### config.mk
export PLATFORM = sky130hd
export DESIGN_NAME = uart_rx
export DESIGN_NICKNAME = d
export VERILOG_FILES = /design/src/rtl/uart_rx.sv
export SDC_FILE = /design/constraint.sdc
export NUM_CORES = 1
export LEC_CHECK = 0
export CAP_MARGIN = 25
export CORE_UTILIZATION = 53
export DETAILED_ROUTE_END_ITERATION = 12
export PLACE_DENSITY = 0.81
export SETUP_SLACK_MARGIN = 0.15
export SLEW_MARGIN = 20
export SYNTH_ARGS = -nofsm -noshare
export SYNTH_HDL_FRONTEND = slang
export SYNTH_SLANG_ARGS = --single-unit
### constraint.sdc
create_clock -name clk -period 2.2 [get_ports clk]
set_clock_uncertainty 0.15 [all_clocks]
set_input_delay 0.44 -clock clk [delete_from_list [all_inputs] [get_ports clk]]
set_output_delay 0.44 -clock clk [all_outputs]
set_load 0.005 [all_outputs]
### src/rtl/uart_rx.sv
// uart_rx: 8N1 UART receiver, LSB first, feeding a first-word-fall-through FIFO.
// Define UART_RX_PARITY_EN to add an even-parity bit between the data bits and the stop bit.
module uart_rx #(
  parameter int FREQ_MHZ   = 12,
  parameter int BAUDS      = 115200,
  parameter int FIFO_DEPTH = 4
) (
  input  logic       clk,
  input  logic       reset_i,
  input  logic       rx_i,
  output logic [7:0] data_o,
  output logic       valid_o,
  input  logic       ready_i,
  output logic       frame_err_o,
  output logic       parity_err_o,
  output logic       overrun_o
);

  localparam int DIV   = (FREQ_MHZ * 1000000) / BAUDS;
  localparam int CNT_W = (DIV > 2) ? $clog2(DIV) : 1;
  localparam int PTR_W = $clog2(FIFO_DEPTH);

  localparam logic [CNT_W-1:0] HALF_M1 = CNT_W'(DIV / 2 - 1);
  localparam logic [CNT_W-1:0] FULL_M1 = CNT_W'(DIV - 1);
  localparam logic [PTR_W:0]   DEPTH   = (PTR_W + 1)'(FIFO_DEPTH);

  typedef enum logic [2:0] {
    S_IDLE,
    S_START,
    S_DATA,
    S_PARITY,
    S_STOP
  } state_e;

  logic [1:0] sync_q;
  logic       rx_s;

  always_ff @(posedge clk) begin
    if (reset_i) sync_q <= 2'b11;
    else         sync_q <= {sync_q[0], rx_i};
  end

  assign rx_s = sync_q[1];

  state_e           state_q;
  logic [CNT_W-1:0] cnt_q;
  logic [2:0]       bit_idx_q;
  logic [7:0]       shift_q;
`ifdef UART_RX_PARITY_EN
  logic             par_bad_q;
`endif

  // NOTE: sequential state is assigned with <= so every flop sees pre-edge values.
  always_ff @(posedge clk) begin
    if (reset_i) begin
      state_q   <= S_IDLE;
      cnt_q     <= '0;
      bit_idx_q <= '0;
      shift_q   <= '0;
`ifdef UART_RX_PARITY_EN
      par_bad_q <= 1'b0;
`endif
    end else begin
      case (state_q)
        S_IDLE: begin
          if (!rx_s) begin
            cnt_q   <= HALF_M1;
            state_q <= S_START;
          end
        end
        S_START: begin
          if (cnt_q != '0) begin
            cnt_q <= cnt_q - CNT_W'(1);
          end else if (!rx_s) begin
            cnt_q     <= FULL_M1;
            bit_idx_q <= '0;
            state_q   <= S_DATA;
`ifdef UART_RX_PARITY_EN
            par_bad_q <= 1'b0;
`endif
          end else begin
            state_q <= S_IDLE;
          end
        end
        S_DATA: begin
          if (cnt_q != '0) begin
            cnt_q <= cnt_q - CNT_W'(1);
          end else begin
            shift_q   <= {rx_s, shift_q[7:1]};
            cnt_q     <= FULL_M1;
            bit_idx_q <= bit_idx_q + 3'd1;
            if (bit_idx_q == 3'd7) begin
`ifdef UART_RX_PARITY_EN
              state_q <= S_PARITY;
`else
              state_q <= S_STOP;
`endif
            end
          end
        end
`ifdef UART_RX_PARITY_EN
        S_PARITY: begin
          if (cnt_q != '0) begin
            cnt_q <= cnt_q - CNT_W'(1);
          end else begin
            par_bad_q <= rx_s ^ (^shift_q);
            cnt_q     <= FULL_M1;
            state_q   <= S_STOP;
          end
        end
`endif
        S_STOP: begin
          // Returning to IDLE at the mid-stop sample lets a following start edge be caught at once.
          if (cnt_q != '0) cnt_q   <= cnt_q - CNT_W'(1);
          else             state_q <= S_IDLE;
        end
        default: state_q <= S_IDLE;
      endcase
    end
  end

  logic stop_hit;
  logic byte_ok;

  assign stop_hit    = (state_q == S_STOP) && (cnt_q == '0);
  assign frame_err_o = stop_hit && !rx_s;
`ifdef UART_RX_PARITY_EN
  assign parity_err_o = stop_hit && rx_s && par_bad_q;
  assign byte_ok      = stop_hit && rx_s && !par_bad_q;
`else
  assign parity_err_o = 1'b0;
  assign byte_ok      = stop_hit && rx_s;
`endif

  logic [7:0]       mem_q [FIFO_DEPTH];
  logic [PTR_W-1:0] rd_ptr_q;
  logic [PTR_W-1:0] wr_ptr_q;
  logic [PTR_W:0]   count_q;
  logic [PTR_W:0]   count_d;
  logic             full;
  logic             push;
  logic             pop;

  assign valid_o   = (count_q != '0);
  assign full      = (count_q == DEPTH);
  assign pop       = valid_o && ready_i;
  // A pop in the same cycle frees the slot, so a full FIFO can still take the byte.
  assign push      = byte_ok && (!full || pop);
  assign overrun_o = byte_ok && full && !pop;
  assign data_o    = valid_o ? mem_q[rd_ptr_q] : 8'h00;

  // NOTE: every variable driven in always_comb gets a default first, so no latch is inferred.
  always_comb begin
    count_d = count_q;
    case ({push, pop})
      2'b10:   count_d = count_q + (PTR_W + 1)'(1);
      2'b01:   count_d = count_q - (PTR_W + 1)'(1);
      default: count_d = count_q;
    endcase
  end

  always_ff @(posedge clk) begin
    if (reset_i) begin
      rd_ptr_q <= '0;
      wr_ptr_q <= '0;
      count_q  <= '0;
    end else begin
      count_q <= count_d;
      if (pop)  rd_ptr_q <= rd_ptr_q + PTR_W'(1);
      if (push) wr_ptr_q <= wr_ptr_q + PTR_W'(1);
    end
  end

  // NOTE: storage has no reset; entries are only observed after a push makes them valid.
  always_ff @(posedge clk) begin
    if (push) mem_q[wr_ptr_q] <= shift_q;
  end

endmodule

==> reports/qor.log, run 1 <==
INFO  run            timing.max_cap.violations=0
INFO  layout         seqCellArea=1607squm
INFO  layout         drive_gt1_share=46.25%
INFO  synth          async_flop_share=0%
INFO  grt            grt_remaining_overflow=0
INFO  route          detail_route.first_pass.iterations=8
INFO  power          worst_ir_drop_vdd=0.6697mV
INFO  grt            grt_max_degree=23
INFO  layout         num_antenna_cells=0
INFO  timing         rsz0062_at_grt=true
INFO  timing         timing.max_slew.rel_slack=52.33%
INFO  power          share_clk_of_total_power=27.9%
INFO  timing         finalHoldWorstSlack=0.2833ns
INFO  route          wire_per_inst=17.53microns
INFO  floorplan      fp.coreArea=5107squm
INFO  power          power-per-cell-area=1005nW/um^2
INFO  critical_path  worstPathArrival=1.87ns
INFO  synth          syn-instance-count=239
INFO  floorplan      design.portCount=16
INFO  placed_design  detailed_place.area=3311squm
INFO  power          power_switching=0.001176W
INFO  clock_network  htree_num_levels=3
INFO  floorplan      die_w=74.87microns
INFO  floorplan      dieArea=5605squm
INFO  clock_network  clock_tree.buffer_depth=2
INFO  clock_network  cts_buffers=9
INFO  placed_design  gp_congestion=0.8621
INFO  clock_network  cts.reportedPaths.clkPinSlew=0.08ns
INFO  synth          yosys_register_bits=64
INFO  placed_design  detailedPlacementHpwl=3764microns
INFO  grt            grt_pass1_wl=9777microns
INFO  layout         final_design_area_no_fill=3958squm
INFO  route          total_number_of_vias=2214
INFO  critical_path  worst_ep_required_time=1.61ns
INFO  timing         final.setup.worst_slack=-0.2573ns
INFO  synth          yosys_warnings=0
INFO  timing         worst_slew_pin_slew=0.6970ns
INFO  synth          yosysTopAreaCell=sky130_fd_sc_hd__edfxtp_1
INFO  critical_path  startpoint_class=register
INFO  floorplan      start_util=55.10%
INFO  route          ant_nets=0
INFO  route          drc=1
INFO  synth          postSynthNetCount=251
INFO  critical_path  crit_path_max_fanout=2
INFO  synth          yosysSeqAreaShare=56.91%
INFO  route          avgViaCountPerCell=5.677
INFO  critical_path  crit-reg2reg-launch=cnt_q[0]
INFO  critical_path  worst-setup-path-type=register to primary output
INFO  timing         setup_viol=60
INFO  critical_path  cp-startpoint=cnt_q[0]
INFO  synth          synth_cell_type_count=43
INFO  power          power.switching_fraction=29.55%
INFO  clock_network  cts.hold.buffers_added=0
INFO  placed_design  pre_cts_slack=-0.2799ns
INFO  clock_network  cts-root-buf=sky130_fd_sc_hd__clkbuf_8
INFO  layout         areaGrowthSynthToFinish=40.64%
INFO  synth          synth_top_area_share=34.15%
INFO  synth          synth_top_flop_cell=sky130_fd_sc_hd__edfxtp_1
INFO  clock_network  tritoncts=done
INFO  placed_design  numPortBuffers=14
INFO  route          routed-wl-met3=283microns
INFO  synth          synth.avg_cell_area=11.77squm
INFO  route          route.layer.met1.wl=2823microns
INFO  outcome        failed_checks=design-rule violations, negative setup slack
INFO  route          detailedRoute.firstIterationViolations=145
INFO  clock_network  worst_skew_pair.late_latency=0.34ns
INFO  route          totalWireLength=6836microns
INFO  layout         multiInputGateArea=1348squm
INFO  timing         final_hold_viol_count=0
INFO  floorplan      die_h=74.87microns
INFO  power          total_power=0.003979W
INFO  route          topRoutingLayerUsed=met4
INFO  synth          synth_edf_count=32
INFO  synth          syn_area=2814squm
INFO  layout         finalCoreUtilization=77.49%
INFO  route          met2_length=3612microns
INFO  synth          synth_top_cells_by_area=sky130_fd_sc_hd__edfxtp_1 34%, sky130_fd_sc_hd__dfxtp_1 23%, sky130_fd_sc_hd__mux4_2 6.4%, sky130_fd_sc_hd__ha_1 3.1%, sky130_fd_sc_hd__nand2_1 3.1%
INFO  grt            first_global_vias=2044
INFO  power          power_frac_comb=38.5%
INFO  clock_network  numClockSinks=64
INFO  timing         finalCritPeriodShare=111.7%
INFO  layout         fillerInstances=279
INFO  grt            antenna_found_initial=0
INFO  timing         final_slew_viol_count=0
INFO  worst_hold_path hold_class=register to register
INFO  power          seq_power_share=33.6%
INFO  floorplan      placement_rows=26
INFO  outcome        outcome=complete, but fails checks
INFO  synth          synth.cells.most_frequent=32 x sky130_fd_sc_hd__dfxtp_1, 32 x sky130_fd_sc_hd__edfxtp_1, 23 x sky130_fd_sc_hd__nand2_1, 20 x sky130_fd_sc_hd__nor2_1, 12 x sky130_fd_sc_hd__nor2b_1
INFO  power          leakagePower=1.485nW
INFO  grt            grt_usage=23.93%
INFO  worst_hold_path min-delay-start=sync_q[0]
INFO  timing         max_clock_freq=0.4070GHz
INFO  power          pint=0.002803W
INFO  layout         nNetsFinal=327
INFO  critical_path  worstSetupEndpointType=primary output
INFO  timing         fin_crit=2.457ns
registers in the layout, indices dropped and copies added, names as in the netlist, named ones only:
| name | cells |
|---|---|
| sync_q | 2 |
| wr_ptr_q | 2 |
| rd_ptr_q | 2 |
| cnt_q | 7 |
| shift_q | 8 |
| count_q | 3 |
| mem_q | 32 |
| state_q | 3 |
| bit_idx_q | 3 |
cell families (layout without fill, tap and decap cells):
kind of cell | count (synthesis) | in the layout | synth area share (%)
AO/OA/AOI/OAI | 39 | 39 | 9.293
adder cells (fa/ha/maj) | 8 | 8 | 3.824
multiplexers | 10 | 10 | 7.114
other | 1 | 1 | 0.1333
flip-flops | 64 | 64 | 56.91
XOR/XNOR | 9 | 9 | 2.801
buffers and inverters | 19 | 100 | 2.890
AND/OR/NAND/NOR | 89 | 89 | 17.03
power by group through the flow:
stage               registers [W]  clock network, W  logic, W
floorplan                 0.00136                 0  0.000499
global placement          0.00135                 0  0.000904
detailed placement        0.00135                 0  0.000927
CTS                       0.00133           0.00112   0.00121
global route              0.00134           0.00117   0.00163
finish                    0.00134           0.00111   0.00153
per-stage QoR:
| stage | setup TNS [ns] | instances |
|---|---|---|
| 2_1_floorplan | -1.924 | 239 |
| 3_3_place_gp | -2.288 | 347 |
| 3_5_place_dp | -3.250 | 347 |
| 4_1_cts | -7.837 | 381 |
| 5_1_grt | -9.895 | 390 |
| 6_report | -7.253 | 390 |
layout by cell type (no fill, tap or decap), types with 6 or more instances in the layout:
cell,n
sky130_fd_sc_hd__nor2_1,17
sky130_fd_sc_hd__edfxtp_1,32
sky130_fd_sc_hd__nor3_1,7
sky130_fd_sc_hd__a21oi_1,7
sky130_fd_sc_hd__ha_1,6
sky130_fd_sc_hd__buf_6,21
sky130_fd_sc_hd__nand2_1,20
sky130_fd_sc_hd__dfxtp_1,28
sky130_fd_sc_hd__clkbuf_8,9
sky130_fd_sc_hd__mux4_2,8
sky130_fd_sc_hd__buf_2,9
sky130_fd_sc_hd__nor2b_1,8
sky130_fd_sc_hd__buf_4,38
cell type report:
class	instances	share of cell area [%]
Clock buffer	9	3.130
Clock inverter	7	2.403
Inverter	8	0.7588
Multi-Input combinational cell	156	34.05
Sequential cell	64	40.59
Tap cell	70	2.213
Timing Repair Buffer	76	16.85
path summary, 6_finish.rpt:
path	endpoint	slack, ns	depth (start not counted)
max	frame_err_o	-0.26	7
min	sync_q[1]	0.28	1
max reg2reg	mem_q[3][3]	-0.17	8
min reg2reg	sync_q[1]	0.28	1
critical path: stages (launching register included):
cell and delay (ns):
sky130_fd_sc_hd__dfxtp_2 0.34, sky130_fd_sc_hd__inv_2 0.07, sky130_fd_sc_hd__ha_4 0.13, sky130_fd_sc_hd__or4b_4 0.49
sky130_fd_sc_hd__nor2_4 0.11, sky130_fd_sc_hd__buf_6 0.10, sky130_fd_sc_hd__and4b_1 0.18, sky130_fd_sc_hd__buf_2 0.11
per-layer routing:
layer | GRT usage (%) | vias to the layer above
met4 | 9.224 | 0
met3 | 6.426 | 13
met1 | 27.84 | 1108
met2 | 42.14 | 72
li1 | - | 1021
met5 | 0 | -
timing repair:
item / in CTS / in global routing
endpoints found under the setup margin: 65 / 68
setup buffers: 18 / 9
gates resized for setup: 72 / 42
pin swaps: 9 / 26
(Power assumes the default switching activity.)
==> inputs of run 2 (changes only) <==
Settings changed: PLACE_DENSITY 0.81 to 0.84.
==> run 2 against run 1 <==
  * Hold slack worse by 0.014 ns
  * Critical path type unchanged
  * Combinational power is 9% lower
  * Die area stayed put
  * Power is 5.8% lower
  * The flow finishes with violations (negative setup slack)
  * Sequential power hardly changed
  * Core utilization is 0.93 points lower
  * Largest power group unchanged
  * Design area is 1.2% lower
  * Non-clock buffer count is 6 lower
  * First-iteration DRC count is 28% lower
  * Setup slack better by 0.012 ns
==> reports/qor.log, run 2 (synthesis gave the netlist of run 1 again) <==
INFO  route          ant_nets=0 [unchanged]
INFO  grt            grt_remaining_overflow=0 [unchanged]
INFO  floorplan      placement_rows=26 [unchanged]
INFO  timing         setup_viol=52 [-13%]
INFO  grt            first_global_vias=2021 [-1.1%]
INFO  floorplan      die_w=74.87microns [unchanged]
INFO  floorplan      design.portCount=16 [unchanged]
INFO  placed_design  detailed_place.area=3303squm [-0.23%]
INFO  placed_design  detailedPlacementHpwl=3795microns [+0.85%]
INFO  timing         final.setup.worst_slack=-0.2457ns [+0.01158 ns]
INFO  floorplan      fp.coreArea=5107squm [unchanged]
INFO  critical_path  startpoint_class=register
INFO  clock_network  cts-root-buf=sky130_fd_sc_hd__clkbuf_8
INFO  critical_path  crit_path_max_fanout=2 [unchanged]
INFO  timing         timing.max_slew.rel_slack=64.61% [+12 points]
INFO  clock_network  htree_num_levels=3 [unchanged]
INFO  layout         num_antenna_cells=0 [unchanged]
INFO  placed_design  place_inst=346 [-0.29%]
INFO  floorplan      dieArea=5605squm [unchanged]
INFO  power          power-per-cell-area=958.2nW/um^2 [-4.7%]
INFO  critical_path  worstSetupEndpointType=primary output
INFO  clock_network  numClockSinks=64 [unchanged]
INFO  route          routed-wl-met3=232microns [-18%]
INFO  timing         rsz0062_at_grt=true
INFO  route          topRoutingLayerUsed=met4
INFO  layout         layout.cells.most_common=sky130_fd_sc_hd__buf_4
INFO  layout         areaGrowthSynthToFinish=38.95%
INFO  grt            antenna_found_initial=0 [unchanged]
INFO  route          detailedRoute.firstIterationViolations=104 [-28%]
INFO  outcome        failed_checks=negative setup slack
INFO  route          route.layer.met1.wl=2685microns [-4.9%]
INFO  layout         top_regs=mem_q x32, shift_q x8, cnt_q x7
INFO  placed_design  gp_congestion=0.7919 [-8.1%]
INFO  grt            grt_pass1_wl=9370microns [-4.2%]
INFO  route          totalWireLength=6562microns [-4.0%]
INFO  floorplan      die_h=74.87microns [unchanged]
INFO  critical_path  slowest_stage=sky130_fd_sc_hd__or4b_4
INFO  layout         final_design_area_no_fill=3910squm [-1.2%]
INFO  critical_path  critical-path-top-delay-family=simple AND/OR/NAND/NOR gates
INFO  timing         final_hold_viol_count=0 [unchanged]
INFO  critical_path  critical_path_buf_inv_count=3 [unchanged]
INFO  placed_design  numPortBuffers=14 [unchanged]
INFO  critical_path  worstPathArrival=1.86ns [about the same]
INFO  run            timing.max_cap.violations=0 [unchanged]
INFO  route          total_number_of_vias=2128 [-3.9%]
INFO  clock_network  cts_buffers=9 [unchanged]
INFO  critical_path  worstPathCellList=inv_2 -> ha_4 -> or4b_4 -> nor2_4 -> buf_6 -> and4b_1 -> buf_2
INFO  route          met2_length=3554microns [-1.6%]
INFO  critical_path  worst-setup-path-type=register to primary output
INFO  layout         nNetsFinal=321 [-1.8%]
INFO  timing         fin_crit=2.446ns [-0.01158 ns]
INFO  layout         final_cell_mix=33 x sky130_fd_sc_hd__buf_4, 32 x sky130_fd_sc_hd__edfxtp_1, 26 x sky130_fd_sc_hd__dfxtp_1
INFO  layout         final_cell_count_no_fill=384 [-1.5%]
INFO  power          worst_ir_drop_vdd=0.9544mV [+43%]
INFO  clock_network  worst_skew_pair.late_latency=0.33ns [about the same]
INFO  grt            grt_max_degree=17 [-26%]
INFO  layout         fillerInstances=303 [+8.6%]
INFO  route          detail_route.first_pass.iterations=4 [-4]
INFO  critical_path  cp_slowest_stage_delay=0.48ns [about the same]
INFO  clock_network  tritoncts=done
INFO  power          total_power=0.003747W [-5.8%]
INFO  power          leakagePower=1.466nW [-1.3%]
INFO  clock_network  cts.reportedPaths.clkPinSlew=0.07ns [about the same]
INFO  clock_network  clock_tree.buffer_depth=2 [unchanged]
INFO  timing         max_clock_freq=0.4089GHz [+0.47%]
INFO  timing         finalHoldWorstSlack=0.2694ns [-0.01384 ns]
INFO  placed_design  pre_cts_slack=-0.2670ns [+0.01292 ns]
INFO  floorplan      start_util=55.10% [unchanged]
INFO  timing         final_slew_viol_count=0 [unchanged]
INFO  critical_path  worst_ep_required_time=1.61ns [about the same]
INFO  timing         worst_slew_pin_slew=0.5175ns [-0.1795 ns]
INFO  layout         seqCellArea=1609squm [+0.16%]
INFO  timing         finalCritPeriodShare=111.2% [-0.53 points]
INFO  layout         multiInputGateArea=1359squm [+0.84%]
INFO  route          wire_per_inst=17.09microns [-2.5%]
INFO  layout         drive_gt1_share=46.82% [+0.57 points]
INFO  clock_network  cts.hold.buffers_added=0 [unchanged]
INFO  layout         max_flop_register=mem_q
INFO  outcome        outcome=complete, but fails checks
INFO  layout         largest_register_ff_count=32 [unchanged]
INFO  grt            grt_usage=23.37% [-0.55 points]
INFO  worst_hold_path hold_class=register to register
INFO  route          drc=0 [-1]
INFO  route          avgViaCountPerCell=5.542 [-2.4%]
-- run 2: power by group --
group	internal, W	switching (W)
sequential	0.00130	0.0000450
clock	0.000557	0.000455
combinational	0.000776	0.000616
-- run 2: timing repair --
action,in CTS,in global routing
pin swaps,17,18
resized for setup,77,37
endpoints found under the setup margin,65,64
setup buffers,16,6
-- run 2: worst register-to-register path, stage by stage (launching register included) --
cell and delay (ns):
sky130_fd_sc_hd__dfxtp_2 0.32, sky130_fd_sc_hd__inv_2 0.07, sky130_fd_sc_hd__ha_4 0.14, sky130_fd_sc_hd__or4b_4 0.48, sky130_fd_sc_hd__buf_4 0.15, sky130_fd_sc_hd__buf_6 0.12, sky130_fd_sc_hd__nor4b_4 0.27, sky130_fd_sc_hd__buf_6 0.17
sky130_fd_sc_hd__and2_4 0.23
-- run 2: metal layers --
metal	GRT usage [%]	vias to the layer above
met5	0	-
met4	9.434	0
met3	6.426	10
met2	41.84	53
met1	26.37	1053
li1	-	1012
-- run 2: layout make-up --
cell class / instances / area share (%)
sequential: 64 / 41.15
multi-input combinational: 156 / 34.75
timing repair buffer: 70 / 15.84
clock buffer: 10 / 3.520
tap: 70 / 2.240
clock inverter: 6 / 1.728
inverter: 8 / 0.7680
-- run 2: worst paths after layout --
check,depth (start not counted),slack (ns),endpoint,from
worst min register to register,1,0.27,sync_q[1],sync_q[0]
worst min-delay path,1,0.27,sync_q[1],sync_q[0]
worst max register to register,8,-0.20,mem_q[3][6],cnt_q[0]
worst max-delay path,7,-0.25,frame_err_o,cnt_q[0]
-- run 2: metrics by stage --
| stage | util, % | setup TNS, ns |
|---|---|---|
| floorplan | - | -1.924 |
| global placement | 64.67 | -1.217 |
| detailed placement | 64.67 | -3.104 |
| CTS | 72.81 | -3.970 |
| global route | 76.56 | -11.09 |
| finish | 76.56 | -7.801 |
